$ cat src/rtl/psdsqrt_hs.sv
// Bit-serial square root with fractional bits, optional guard-bit rounding and
// ready/valid handshakes on both the operand and the result side.
module psdsqrt_hs #(
  parameter  int NBITSIN = 32,
  parameter  int NFRAC   = 4,
  parameter  int ROUND   = 1,
  localparam int NOUT    = NBITSIN / 2 + NFRAC
) (
  input  logic               clock,
  input  logic               reset,
  input  logic               start,
  input  logic [NBITSIN-1:0] xin,
  output logic               in_ready,
  input  logic               abort,
  output logic               busy,
  output logic               out_valid,
  input  logic               out_ready,
  output logic [NOUT-1:0]    sqrt,
  output logic               exact,
  output logic               sat
);

  localparam int NITER = NOUT + ROUND;
  localparam int RW    = 2 * NITER;
  localparam int REMW  = NITER + 2;
  localparam int CW    = $clog2(NITER);

  typedef enum logic [1:0] {
    IDLE  = 2'd0,
    RUN   = 2'd1,
    FINAL = 2'd2,
    DONE  = 2'd3
  } state_t;

  state_t            state_q, state_d;
  logic [RW-1:0]     r_q, r_d;
  logic [NITER-1:0]  q_q, q_d;
  logic [REMW-1:0]   rem_q, rem_d;
  logic [CW-1:0]     cnt_q, cnt_d;
  logic [NOUT-1:0]   sqrt_q, sqrt_d;
  logic              exact_q, exact_d;
  logic              sat_q, sat_d;

  logic [RW-1:0]     r_init;
  logic [REMW+1:0]   r2;
  logic [REMW+1:0]   trial;
  logic [REMW+1:0]   diff;
  logic              take_bit;
  logic [NOUT-1:0]   res_val;
  logic              res_sat;

  // Radicand is left-aligned so the low pad supplies the fractional and guard pairs.
  always_comb begin
    r_init = '0;
    r_init[RW-1 -: NBITSIN] = xin;
  end

  always_comb begin
    r2       = {rem_q, r_q[RW-1 -: 2]};
    trial    = {2'b00, q_q, 2'b01};
    diff     = r2 - trial;
    take_bit = (r2 >= trial);
  end

  generate
    if (ROUND != 0) begin : g_round
      logic [NOUT:0] sum;
      // The guard bit is added back in; a carry out means the result no longer fits.
      always_comb begin
        sum     = {1'b0, q_q[NITER-1:1]} + {{NOUT{1'b0}}, q_q[0]};
        res_sat = sum[NOUT];
        res_val = sum[NOUT] ? {NOUT{1'b1}} : sum[NOUT-1:0];
      end
    end else begin : g_trunc
      always_comb begin
        res_val = q_q;
        res_sat = 1'b0;
      end
    end
  endgenerate

  always_comb begin
    state_d = state_q;
    r_d     = r_q;
    q_d     = q_q;
    rem_d   = rem_q;
    cnt_d   = cnt_q;
    sqrt_d  = sqrt_q;
    exact_d = exact_q;
    sat_d   = sat_q;

    case (state_q)
      IDLE: begin
        if (start) begin
          r_d     = r_init;
          q_d     = '0;
          rem_d   = '0;
          cnt_d   = CW'(NITER - 1);
          state_d = RUN;
        end
      end
      RUN: begin
        r_d   = {r_q[RW-3:0], 2'b00};
        q_d   = {q_q[NITER-2:0], take_bit};
        rem_d = REMW'(take_bit ? diff : r2);
        if (cnt_q == '0) begin
          state_d = FINAL;
        end else begin
          cnt_d = cnt_q - CW'(1);
        end
      end
      FINAL: begin
        sqrt_d  = res_val;
        exact_d = (rem_q == '0);
        sat_d   = res_sat;
        state_d = DONE;
      end
      DONE: begin
        if (out_ready) begin
          state_d = IDLE;
        end
      end
      default: state_d = IDLE;
    endcase

    // Abort wins over whatever the computation would have done this edge.
    if (abort && (state_q == RUN || state_q == FINAL)) begin
      state_d = IDLE;
      sqrt_d  = sqrt_q;
      exact_d = exact_q;
      sat_d   = sat_q;
    end
  end

  always_ff @(posedge clock or posedge reset) begin
    if (reset) begin
      state_q <= IDLE;
      r_q     <= '0;
      q_q     <= '0;
      rem_q   <= '0;
      cnt_q   <= '0;
      sqrt_q  <= '0;
      exact_q <= 1'b0;
      sat_q   <= 1'b0;
    end else begin
      state_q <= state_d;
      r_q     <= r_d;
      q_q     <= q_d;
      rem_q   <= rem_d;
      cnt_q   <= cnt_d;
      sqrt_q  <= sqrt_d;
      exact_q <= exact_d;
      sat_q   <= sat_d;
    end
  end

  assign in_ready  = (state_q == IDLE);
  assign busy      = (state_q == RUN) || (state_q == FINAL);
  assign out_valid = (state_q == DONE);
  assign sqrt      = sqrt_q;
  assign exact     = exact_q;
  assign sat       = sat_q;

endmodule

$ cat config.mk
export PLATFORM = sky130hd
export DESIGN_NAME = psdsqrt_hs
export DESIGN_NICKNAME = d
export VERILOG_FILES = /design/src/rtl/psdsqrt_hs.sv
export SDC_FILE = /design/constraint.sdc
export NUM_CORES = 1
export LEC_CHECK = 0
export BUFFER_PORTS_ARGS = -buffer_cell sky130_fd_sc_hd__buf_2
export CORE_MARGIN = 5
export CORE_UTILIZATION = 40
export CTS_CLUSTER_DIAMETER = 200
export DETAILED_ROUTE_END_ITERATION = 7
export PLACE_DENSITY = 0.59
export SLEW_MARGIN = 15
export SYNTH_ARGS = -nofsm -noshare
export SYNTH_HDL_FRONTEND = slang
export SYNTH_SLANG_ARGS = --single-unit
$ cat constraint.sdc
create_clock -name clock -period 4.1 [get_ports clock]
set_input_delay 1.025 -clock clock [delete_from_list [all_inputs] [get_ports clock]]
set_output_delay 1.025 -clock clock [all_outputs]
set_load 0.02 [all_outputs]
=== After elaboration in Yosys (flattened, before gate mapping) ===
Index checks and enable logic that the tools add are counted.

* Input bits: 37
* Bits in registers: 115
* Output and inout bits: 25

* $lt $le $gt $ge: 1
* Add/subtract/negate cells: 3
* Equality and inequality tests: 8
* Reduce and logical (&&, ||, !) cells: 10
* Bitwise logic cells: 1
* Multiplexer cells: 16

{| class="wikitable"
|+ Operators by type and width
! cell !! number
|-
| $pmux 42 s2 || 1
|-
| $mux 23 || 2
|-
| $pmux 23 s2 || 1
|-
| $mux 42 || 1
|-
| $pmux 21 s2 || 1
|-
| $ge 25x23->1 || 1
|-
| $logic_not 23->1 || 1
|-
| $sub 23x23->23 || 1
|-
| $add 20x1->21 || 1
|-
| $mux 21 || 1
|-
| $mux 20 || 1
|-
| $mux 5 || 2
|-
| $pmux 5 s2 || 1
|-
| $mux 2 || 4
|-
| $pmux 2 s4 || 1
|-
| $ne 3x2->1 const B || 2
|-
| $reduce_and 3->1 || 2
|-
| $logic_not 5->1 || 1
|-
| $sub 5x1->5 const B || 1
|-
| $eq 2x2->1 const B || 2
|-
| $ne 2x2->1 const B || 2
|-
| $reduce_and 2->1 || 2
|-
| $ne 3x1->1 const B || 1
|-
| $eq 2x1->1 const B || 1
|-
| other kinds (5) || 5
|}

=== Longest topological paths before layout ===
Gate-level depths: netlist (run 1).

* Depth after elaboration: 5
* Depth in mapped cells: 12
* Gate-level depth less buffers: 10

=== Least setup slack after synthesis (run 1) ===
Ideal clock, no wire load.

* Kind: reg-to-reg
* From: register q_q[16]
* To: register rem_q[10]
* Arrival time: 2.474 ns
* Stages on the path, launching flop included: 11
* Setup time: 0.128 ns
* Slack: 1.498 ns
* Data required time: 3.972 ns
* Cells stage by stage: dfrtp_1 inv_1 ha_1 a21o_1 a21o_1 a21o_1 a221o_2 a211oi_4 buf_6 mux2i_1 o21ai_1

* Cells in the longest elaborated chain, start to end: 3

{| class="wikitable"
|+ RTL lines
! item !! line !! text
|-
| start, declared || 37 || <nowiki>logic [NITER-1:0] q_q, q_d;</nowiki>
|-
| start signal, assigned || 148 || <nowiki>q_q <= q_d;</nowiki>
|-
| $ge 25x23->1 || 62 || <nowiki>take_bit = (r2 >= trial);</nowiki>
|-
| $mux 23 || 105 || <nowiki>rem_d = REMW'(take_bit ? diff : r2);</nowiki>
|-
| $pmux 23 s2 || 92 || <nowiki>case (state_q)</nowiki>
|-
| end signal, assigned || 149 || <nowiki>rem_q <= rem_d;</nowiki>
|-
| end, declared || 38 || <nowiki>logic [REMW-1:0] rem_q, rem_d;</nowiki>
|}

No other way between the ends.
A chain may end at the register's enable or synchronous reset.

=== Worst setup path in the final report (run 1) ===
* From: register q_q[14]
* To: register rem_q[10]

Same word-level chain as after synthesis.

==> results of run 1 <==
## metal layers
metal | vias up | global-route usage [%] | part of all wire (%)
met5 | - | 0 | 0
met4 | 0 | 3.39 | 1.1
met3 | 13 | 4.84 | 6.1
met2 | 123 | 25.5 | 45
met1 | 2291 | 21.7 | 48
li1 | 2544 | - | -
## registers in the layout, summed over array words and instances, names as in the netlist
register	cells
cnt_q	5
exact	1
q_q	21
r_q	32
rem_q	23
sat	1
sqrt	20
state_q	2
## cells by family (layout without fill, tap and decap cells)
kind of cell	after synthesis	count (layout)	share of synthesized area (%)
adder cells (fa/ha/maj)	31	31	6.29
flip-flops	105	105	42.6
AND/OR/NAND/NOR	219	219	15.7
XOR/XNOR	30	30	4.26
buffers and inverters	72	121	5.20
multiplexers	39	39	6.35
AO/OA/AOI/OAI	204	204	19.5
## final timing paths
| check | start | end | slack (ns) | cells past startpoint |
|---|---|---|---|---|
| worst max-delay path | q_q[14] | rem_q[10] | 1.00 | 10 |
| worst min-delay path | sqrt[14] | sqrt[14] | 0.47 | 2 |
| worst max register to register | q_q[14] | rem_q[10] | 1.00 | 10 |
| worst min register to register | sqrt[14] | sqrt[14] | 0.47 | 2 |
| max in group asynchronous | reset | q_q[5] | 2.86 | 3 |
| min in group asynchronous | reset | r_q[22] | 0.81 | 3 |
## cells in the mapped netlist (all sizes together), types with 5 or more instances
master and number:
nor2b 5, and3 6, ha 31, nor2 41
xnor2 24, nand2 115, a21oi 41, nand4 10
clkbuf 21, inv 36, mux2i 38, a21o 8
buf 14, o21ai 110, xor2 6, nand2b 5
dfrtp 105, nor3 11, a31oi 6, nand3 12
## final cells by class
class                           count  share of cell area [%]
Inverter                           36                    1.98
Sequential cell                   105                    37.9
Tap cell                          188                    3.39
Timing Repair Buffer               69                    5.92
Clock buffer                       10                    3.30
Clock inverter                      6                   0.938
Multi-Input combinational cell    523                    46.6
## power by group
part	leakage [nW]	internal, mW	switching (mW)
logic	1.62	1.27	1.88
registers	1.38	1.35	0.239
clock network	0.143	0.476	0.388
## worst reg2reg max path: cells and delay by family, from the launching register on
family	cells	cell delay [ns]
flip-flops	1	0.43
buffers and inverters	2	0.45
AO/OA/AOI/OAI	6	1.42
multiplexers	1	0.24
adder cells (fa/ha/maj)	1	0.44
## placed cells by master, fill, tap and decap left out, types with 3 or more instances in the layout
master / netlist / final
a21o_1: 7 / 7
a21oi_1: 40 / 40
a22oi_1: 4 / 4
a31oi_1: 6 / 6
a32oi_1: 4 / 4
and3_1: 5 / 5
buf_2: 2 / 61
buf_4: 3 / 5
clkbuf_16: 0 / 9
dfrtp_1: 105 / 105
ha_1: 31 / 30
inv_1: 36 / 35
mux2i_1: 38 / 38
nand2_1: 115 / 115
nand2b_1: 5 / 5
nand3_1: 11 / 11
nand4_1: 10 / 10
nor2_1: 40 / 40
nor2b_1: 5 / 5
nor3_1: 11 / 11
nor4_1: 4 / 4
o211ai_1: 3 / 3
o21a_1: 4 / 4
o21ai_0: 93 / 93
o21ai_1: 17 / 16
o22ai_1: 3 / 3
or3_1: 3 / 3
xnor2_1: 24 / 24
xor2_1: 6 / 6
## through the flow
| step | area, um2 | utilization [%] | setup slack (ns) |
|---|---|---|---|
| after floorplan | 6160 | - | 0.314 |
| after global placement | 6610 | 43.7 | 1.11 |
| after detailed placement | 6610 | 43.7 | 1.00 |
| after CTS | 6910 | 45.6 | 0.995 |
| after global routing | 6930 | 45.8 | 0.811 |
| final | 6930 | 45.8 | 1.00 |
==> reports/qor.yml, run 1 <==
power:
  p_leak_nw: 3.14
  worst_ir_drop_vdd_uv: 362
  p_total_mw: 5.61
  power_density_nw_per_um2: 809
place:
  place_congestion: 0.912
  numPortBuffers: 61
  place_inst: 920
  dp_hpwl_mm: 10.1
floorplan:
  core_area_um2: 15100
  boundaryPins: 62
  die-area_um2: 18000
  die_h_um: 134
  floorplan.initialDensity_pct: 40.7
  rows: 45
  chipWidth_um: 134
worst_hold_path:
  hold_class: "flop to flop"
sta:
  fmax_mhz: 323
  finalSetupTns_ns: 0
  period_share_pct: 75.6
  rsz0062_at_grt: "no"
  skew_ns: 0.00985
  setup_viol: 0
  fin_crit_ns: 3.10
  slew_violations: 0
  tightest_slew_ns: 0.983
  relSlewSlack_pct: 34.3
  holdWs_ns: 0.474
  hold_viol_final: 0
worst_setup_path:
  cpPeakStageDelay_ns: 0.45
  critPathTopFamily: "compound AO/OA/AOI/OAI gates"
  path_cells: "inv_1 -> ha_1 -> a21oi_4 -> o21a_1 -> o41ai_1 -> a221o_2 -> a211oi_4 -> buf_4 -> mux2i_1 -> o21ai_1"
  critPathSlowestCell: "a211oi_4"
  worstPathArrival_ns: 3.32
  crit_buf_inv: 2
  crit_path_end_kind: "flop"
  worstSetupPathType: "flop to flop"
  required_ns: 4.33
  cp-start-kind: "flop"
  crit_fanout: 24
clock_network:
  cts_buffers: 9
  cts_sinks: 105
  clock_latency_ns: 0.35
  cts-root-buf: "clkbuf_16"
  cts_tree: "done"
  hold_buffers: 0
  ctsResizeCount: 0
  cts_setup_buffers: 0
  cts.reportedPaths.clkPinSlew_ns: 0.07
  htree_levels: 3
  cts_max_path_buffers: 2
logic_synthesis:
  synth.distinct_cells: 59
  synthFlopType: "dfrtp_1"
  yosysTopAreaCellShare_pct: 42.6
  synthCells: 700
  synthArstFlopShare_pct: 100
  synth_fp_nets: 768
  syn_area_um2: 6160
  ys_seq_elements: 105
  yosys.area.top_type: "dfrtp_1"
  synth_edf_count: 0
  yosysSeqAreaShare_pct: 42.6
  ys_top_cells_by_area: "dfrtp_1 43%, o21ai_0 7.6%, nand2_1 7.0%"
  yosys_warnings: 0
  synth_area_per_cell_um2: 8.80
route:
  remaining_drc_errors: 0
  vias_per_cell: 5.31
  num_vias: 4971
  drtIter0Drc: 301
  wl_mm: 14.0
  routedWlPerCell_um: 14.9
  ant_nets: 0
  firstDrtPassIters: 5
job:
  cap_violations: 0
global_routing:
  antenna_found_initial: 0
  grt_pass1_wl_mm: 23.7
  grt_max_degree: 106
  grt_pass1_vias: 4841
  grt_use_total_pct: 16.0
  grt.overflow.total: 0
finish:
  finalNonFillerCells: 937
  seq_area_um2: 2630
  multi_input_area_um2: 3230
  areaGrowthSynthToFinish_pct: 12.5
  fillers: 1517
  nets: 812
  drive_gt1_share_pct: 13.2
  n_antenna_cell: 0
run_status:
  outcome: "completed"
Power figures use the tool's default switching activity.
==> run 2, diff against run 1 <==
Clock period 4.1 ns to 3.2 ns, I/O delays scaled along.
==> run 2 against run 1 <==
Compared with the run above: clock-buffer cell count grew 1; utilization hardly changed; sequential cell count is the same; critical endpoint is now rem_q[13]; largest cell class unchanged; largest power group unchanged.
==> reports/qor.yml, run 2 (synthesized netlist as in run 1, its figures left out) <==
run_status:
  outcome: "completed"
finish:
  final_common_cell: "nand2_1"
  largestRegisters: "r_q (32), rem_q (23), q_q (21)"
  final_cell_mix: "115 x nand2_1, 105 x dfrtp_1, 93 x o21ai_0, 61 x buf_2"
  nets: 817  # +0.62%
  regMostFlops: "r_q"
  areaGrowthSynthToFinish_pct: 12.4
  fin_area_um2: 6930  # -0.11%
  largest_reg_flops: 32  # unchanged
  drive_gt1_share_pct: 13.8  # +0.59 points
  n_antenna_cell: 0  # unchanged
  final_core_util_pct: 45.7  # -0.049 points
worst_setup_path:
  crit_fanout: 13  # -46%
  worstPathArrival_ns: 3.11  # -0.21 ns
  crit_top_cell: "a21o_1"
  worstSetupPathType: "flop to flop"
  cpPeakStageDelay_ns: 0.43  # -0.02 ns
  required_ns: 3.42  # -0.91 ns
  r2r-end: "rem_q[13]"
  critPathSlowestCell: "dfrtp_1"
  path_cells: "inv_1 -> ha_1 -> a21o_1 -> a21o_1 -> a21o_1 -> a221o_2 -> a211oi_4 -> buf_4 -> nand2b_1 -> o21ai_0"
  reg2regPathDepth: 10  # unchanged
  crit_path_end_kind: "flop"
  r2r_start: "q_q[16]"
  reg2reg_slack_ns: 0.31  # -0.69 ns
  cp-start-kind: "flop"
route:
  routedWlPerCell_um: 14.9  # +0.10%
  met1Wirelength_mm: 6.60  # -0.71%
  met2_length_mm: 6.64  # +5.1%
  wl_mm: 14.0  # +0.53%
  num_vias: 4982  # +0.22%
  drtIter0Drc: 251  # -17%
  vias_per_cell: 5.29  # -0.20%
  ant_nets: 0  # unchanged
  highest_layer: "met4"
  dr_wl_met3_um: 656  # -23%
  remaining_drc_errors: 0  # unchanged
  firstDrtPassIters: 4  # -1
clock_network:
  cts_buffers: 9  # unchanged
  cts_setup_buffers: 0  # unchanged
  cts.reportedPaths.clkPinSlew_ns: 0.07  # about the same
  ctsResizeCount: 0  # unchanged
  cts_max_path_buffers: 2  # unchanged
  cts-root-buf: "clkbuf_16"
  cts_sinks: 105  # unchanged
  hold_buffers: 0  # unchanged
  cts_tree: "done"
  htree_levels: 3  # unchanged
  clock_latency_ns: 0.36  # about the same
sta:
  setup_viol: 0  # unchanged
  relSlewSlack_pct: 49.8  # +16 points
  fmax_mhz: 346  # +7.2%
  fin_crit_ns: 2.89  # -0.208 ns
  finalSetupTns_ns: 0  # unchanged
  slew_violations: 0  # unchanged
  hold_viol_final: 0  # unchanged
  rsz0062_at_grt: "no"
  skew_ns: 0.00775  # -0.00209 ns
  tightest_slew_ns: 0.751  # -0.232 ns
  period_share_pct: 90.3  # +15 points
floorplan:
  chipWidth_um: 134  # unchanged
  die-area_um2: 18000  # unchanged
  core_area_um2: 15100  # unchanged
  rows: 45  # unchanged
  floorplan.initialDensity_pct: 40.7  # unchanged
  die_h_um: 134  # unchanged
  boundaryPins: 62  # unchanged
place:
  place_area_um2: 6650  # +0.51%
  numPortBuffers: 61  # unchanged
  dp_hpwl_mm: 10.3  # +1.6%
  place_congestion: 0.882  # -3.3%
worst_hold_path:
  worstHoldPathCells: 2  # unchanged
  hold_start: "sqrt[3]"
  min_to: "sqrt[3]"
  hold_class: "flop to flop"
power:
  worst_ir_drop_vdd_uv: 594  # +64%
  p_leak_nw: 3.14  # +0.19%
  power_density_nw_per_um2: 1030  # +27%
global_routing:
  grt.overflow.total: 0  # unchanged
  grt_use_total_pct: 16.3  # +0.31 points
  antenna_found_initial: 0  # unchanged
  grt_pass1_vias: 4911  # +1.4%
  grt_max_degree: 106  # unchanged
  grt_pass1_wl_mm: 23.9  # +0.84%
job:
  cap_violations: 0  # unchanged
-- run 2: layout make-up --
| type | count | area [um2] |
|---|---|---|
| Clock buffer | 11 | 253 |
| Fill cell | 1499 | 8220 |
| Sequential cell | 105 | 2630 |
| Multi-Input combinational cell | 523 | 3230 |
| Timing Repair Buffer | 74 | 415 |
| Inverter | 36 | 139 |
| Tap cell | 188 | 235 |
| Clock inverter | 4 | 27.5 |
-- run 2: where the power goes --
part	total (mW)	leakage (nW)	switching, mW	internal [mW]
Combinational	4.03	1.62	2.40	1.63
Clock	1.07	0.142	0.499	0.568
Sequential	2.03	1.38	0.296	1.73
Total	7.13	3.14	3.20	3.93
-- run 2: stage by stage --
step           cells  power, mW  setup slack [ns]  hold slack [ns]
6_report         941       7.13             0.310            0.472
5_1_grt          941       7.81            0.0565            0.502
4_1_cts          941       7.22             0.288            0.480
3_5_place_dp     926       6.12             0.295            0.465
3_3_place_gp     926       6.06             0.329            0.456
2_1_floorplan    700       5.20             0.598            0.450
-- run 2: worst max-delay path by stage --
| stage | startpoint | end | slack, ns | depth (start not counted) |
|---|---|---|---|---|
| after floorplan | q_q[16] | rem_q[10] | 0.60 | 10 |
| after global placement | q_q[16] | rem_q[19] | 0.33 | 10 |
| after detailed placement | q_q[14] | rem_q[13] | 0.29 | 10 |
| after CTS | q_q[14] | rem_q[13] | 0.29 | 10 |
| after global routing | q_q[3] | rem_q[2] | 0.06 | 12 |
| final | q_q[16] | rem_q[13] | 0.31 | 10 |
-- run 2: layer usage --
layer / vias to the layer above / GRT usage (%)
li1: 2539 / -
met1: 2343 / 21.8
met2: 93 / 27.0
met3: 7 / 3.71
met4: 0 / 4.07
met5: - / 0
-- run 2: critical path: cells and delay by family (launching register included) --
kind | cells | cell delay (ns)
fa+ha+maj | 1 | 0.38
buf+inv | 2 | 0.29
simple gates | 1 | 0.30
compound gates | 6 | 1.34
flops | 1 | 0.43
==> run 3, diff against run 2 <==
Settings changed: BUFFER_PORTS_ARGS -buffer_cell sky130_fd_sc_hd__buf_2 to not set, CTS_BUF_LIST set to sky130_fd_sc_hd__clkbuf_8 sky130_fd_sc_hd__clkbuf_16, DONT_BUFFER_PORTS set to 1, PLACE_DENSITY 0.59 to not set.
==> run 3 against run 2 <==
Compared with the run above: worst hold slack improved by 0.0032 ns; highest routed layer unchanged; first-iteration DRC count fell by 1.6%; power rose by 0.39%; setup slack got worse by 0.057 ns; register-to-register slack got worse by 0.06 ns; final cell count fell by 6.6%; largest cell class unchanged.
==> reports/qor.yml, run 3 (synthesized netlist as in run 1, its figures left out) <==
run_status:
  outcome: "completed"
clock_network:
  cts-root-buf: "clkbuf_16"
  cts_sinks: 105  # unchanged
  hold_buffers: 0  # unchanged
  cts.reportedPaths.clkPinSlew_ns: 0.07  # about the same
  cts_buffers: 9  # unchanged
  cts_max_path_buffers: 2  # unchanged
  cts_tree: "done"
  ctsResizeCount: 0  # unchanged
  clock_latency_ns: 0.35  # about the same
  cts_setup_buffers: 0  # unchanged
  htree_levels: 3  # unchanged
route:
  drtIter0Drc: 247  # -1.6%
  vias_per_cell: 5.40  # +1.9%
  wl_mm: 13.9  # -1.3%
  routedWlPerCell_um: 15.8  # +5.7%
  num_vias: 4743  # -4.8%
  remaining_drc_errors: 0  # unchanged
  firstDrtPassIters: 4  # unchanged
  ant_nets: 0  # unchanged
global_routing:
  grt_pass1_wl_mm: 23.4  # -1.9%
  grt_pass1_vias: 4750  # -3.3%
  grt_use_total_pct: 16.1  # -0.21 points
  grt.overflow.total: 0  # unchanged
  antenna_found_initial: 0  # unchanged
  grt_max_degree: 43  # -59%
finish:
  fin_area_um2: 6660  # -3.8%
  regMostFlops: "r_q"
  finalNonFillerCells: 879  # -6.6%
  final_cell_mix: "115 x nand2_1, 105 x dfrtp_1, 93 x o21ai_0, 40 x nor2_1, 40 x a21oi_1"
  drive_gt1_share_pct: 6.08  # -7.7 points
  areaGrowthSynthToFinish_pct: 8.10
  nets: 755  # -7.6%
  largestRegisters: "r_q (32), rem_q (23), q_q (21)"
  largest_reg_flops: 32  # unchanged
  final_common_cell: "nand2_1"
  n_antenna_cell: 0  # unchanged
sta:
  skew_ns: 0.0101  # +0.00233 ns
  slew_violations: 0  # unchanged
  fmax_mhz: 339  # -1.9%
  finalSetupTns_ns: 0  # unchanged
  tightest_slew_ns: 0.836  # +0.0846 ns
  rsz0062_at_grt: "no"
  period_share_pct: 92.1  # +1.8 points
  fin_crit_ns: 2.95  # +0.0571 ns
  hold_viol_final: 0  # unchanged
  setup_viol: 0  # unchanged
  relSlewSlack_pct: 44.2  # -5.6 points
power:
  power_frac_seq_pct: 29.2  # +0.7 points
  p_total_mw: 7.15  # +0.39%
  power_density_nw_per_um2: 1070  # +4.4%
  pwr-share-comb_pct: 56.0  # -0.5 points
  swShare_pct: 44.9  # about the same
  p_leak_nw: 2.88  # -8.5%
  power_switching_mw: 3.21  # +0.45%
  clock_power_share_pct: 14.9  # about the same
  worst_ir_drop_vdd_uv: 490  # -18%
  internal_power_mw: 3.94  # +0.35%
worst_setup_path:
  cp-startpoint: "q_q[4]"
  r2r_start: "q_q[4]"
  required_ns: 3.46  # +0.04 ns
  path_cells: "inv_1 -> ha_1 -> nand4_1 -> or3_1 -> o41ai_1 -> a221o_2 -> a211oi_4 -> nor4b_1 -> a21oi_1 -> o221ai_2"
  worstSetupPathType: "flop to flop"
  cp-start-kind: "flop"
  worstPathArrival_ns: 3.21  # +0.10 ns
  cpPeakStageDelay_ns: 0.44  # about the same
  cp-endpoint: "rem_q[20]"
  reg2regPathDepth: 10  # unchanged
  crit_fanout: 10  # -3
  critPathSlowestCell: "ha_1"
  r2r-end: "rem_q[20]"
  reg2reg_slack_ns: 0.25  # -0.06 ns
  crit_path_end_kind: "flop"
place:
  place_area_um2: 6370  # -4.1%
  numPortBuffers: 0  # -100%
  place_congestion: 0.883  # +0.16%
  dp_hpwl_mm: 10.4  # +1.4%
  place_inst: 864  # -6.7%
floorplan:
  rows: 45  # unchanged
  die-area_um2: 18000  # unchanged
  chipWidth_um: 134  # unchanged
  core_area_um2: 15100  # unchanged
  floorplan.initialDensity_pct: 40.7  # unchanged
  boundaryPins: 62  # unchanged
  die_h_um: 134  # unchanged
job:
  cap_violations: 0  # unchanged
worst_hold_path:
  hold_class: "input port to asynchronous set/reset pin"
==> run 3: changes by cell type in the layout (fill, tap and decap cells not counted) <==
cell / change
clkbuf_8: +1
buf_2: -61
clkinv_2: -2
clkinvlp_4: +1
inv_6: -1
buf_4: -4
clkinv_4: +1
buf_12: +3
==> run 3: how the worst min path moves through the flow <==
stage / end / slack, ns / depth (start not counted)
after floorplan: r_q[12] / 0.45 / 2
after global placement: r_q[32] / 0.46 / 2
after detailed placement: r_q[37] / 0.47 / 2
after CTS: r_q[36] / 0.48 / 1
after global routing: state_q[1] / 0.51 / 1
final: r_q[34] / 0.48 / 1
==> run 3: cell type report <==
class	instances	area, um2
clock buffers	12	267
clock inverters	3	25.0
fillers	1456	8480
inverters	36	139
multi-input cells	523	3230
flip-flops and latches	105	2630
well taps	188	235
repair buffers	12	140
==> run 3: stage by stage <==
step                      utilization, %  worst slack [ns]  hold slack [ns]
after global routing                44.0            0.0470            0.513
final                               44.0             0.252            0.475
after detailed placement            42.1             0.257            0.470
after CTS                           44.0             0.255            0.484
after global placement              42.1             0.362            0.462
after floorplan                        -             0.598            0.450
==> run 3: power by group through the flow <==
stage / sequential (mW) / clock [mW] / combinational, mW
3_3_place_gp: 2.10 / 0 / 3.92
3_5_place_dp: 2.11 / 0 / 3.99
5_1_grt: 2.14 / 1.17 / 4.52
6_report: 2.09 / 1.06 / 4.00
2_1_floorplan: 2.00 / 0 / 3.20
4_1_cts: 2.09 / 1.11 / 4.01
==> run 3: critical path, delay by kind of cell (launching register included) <==
kind	cells	cell delay, ns
adder cells (fa/ha/maj)	1	0.44
flip-flops	1	0.40
AND/OR/NAND/NOR	3	0.89
buffers and inverters	1	0.11
AO/OA/AOI/OAI	5	1.03
==> run 3: metal layers <==
metal	vias to the layer above	track usage, %	wire, um
met5	-	0	0
met1	2179	21.5	6690
met2	116	24.5	5950
met3	24	5.10	875
li1	2424	-	-
met4	0	6.11	348
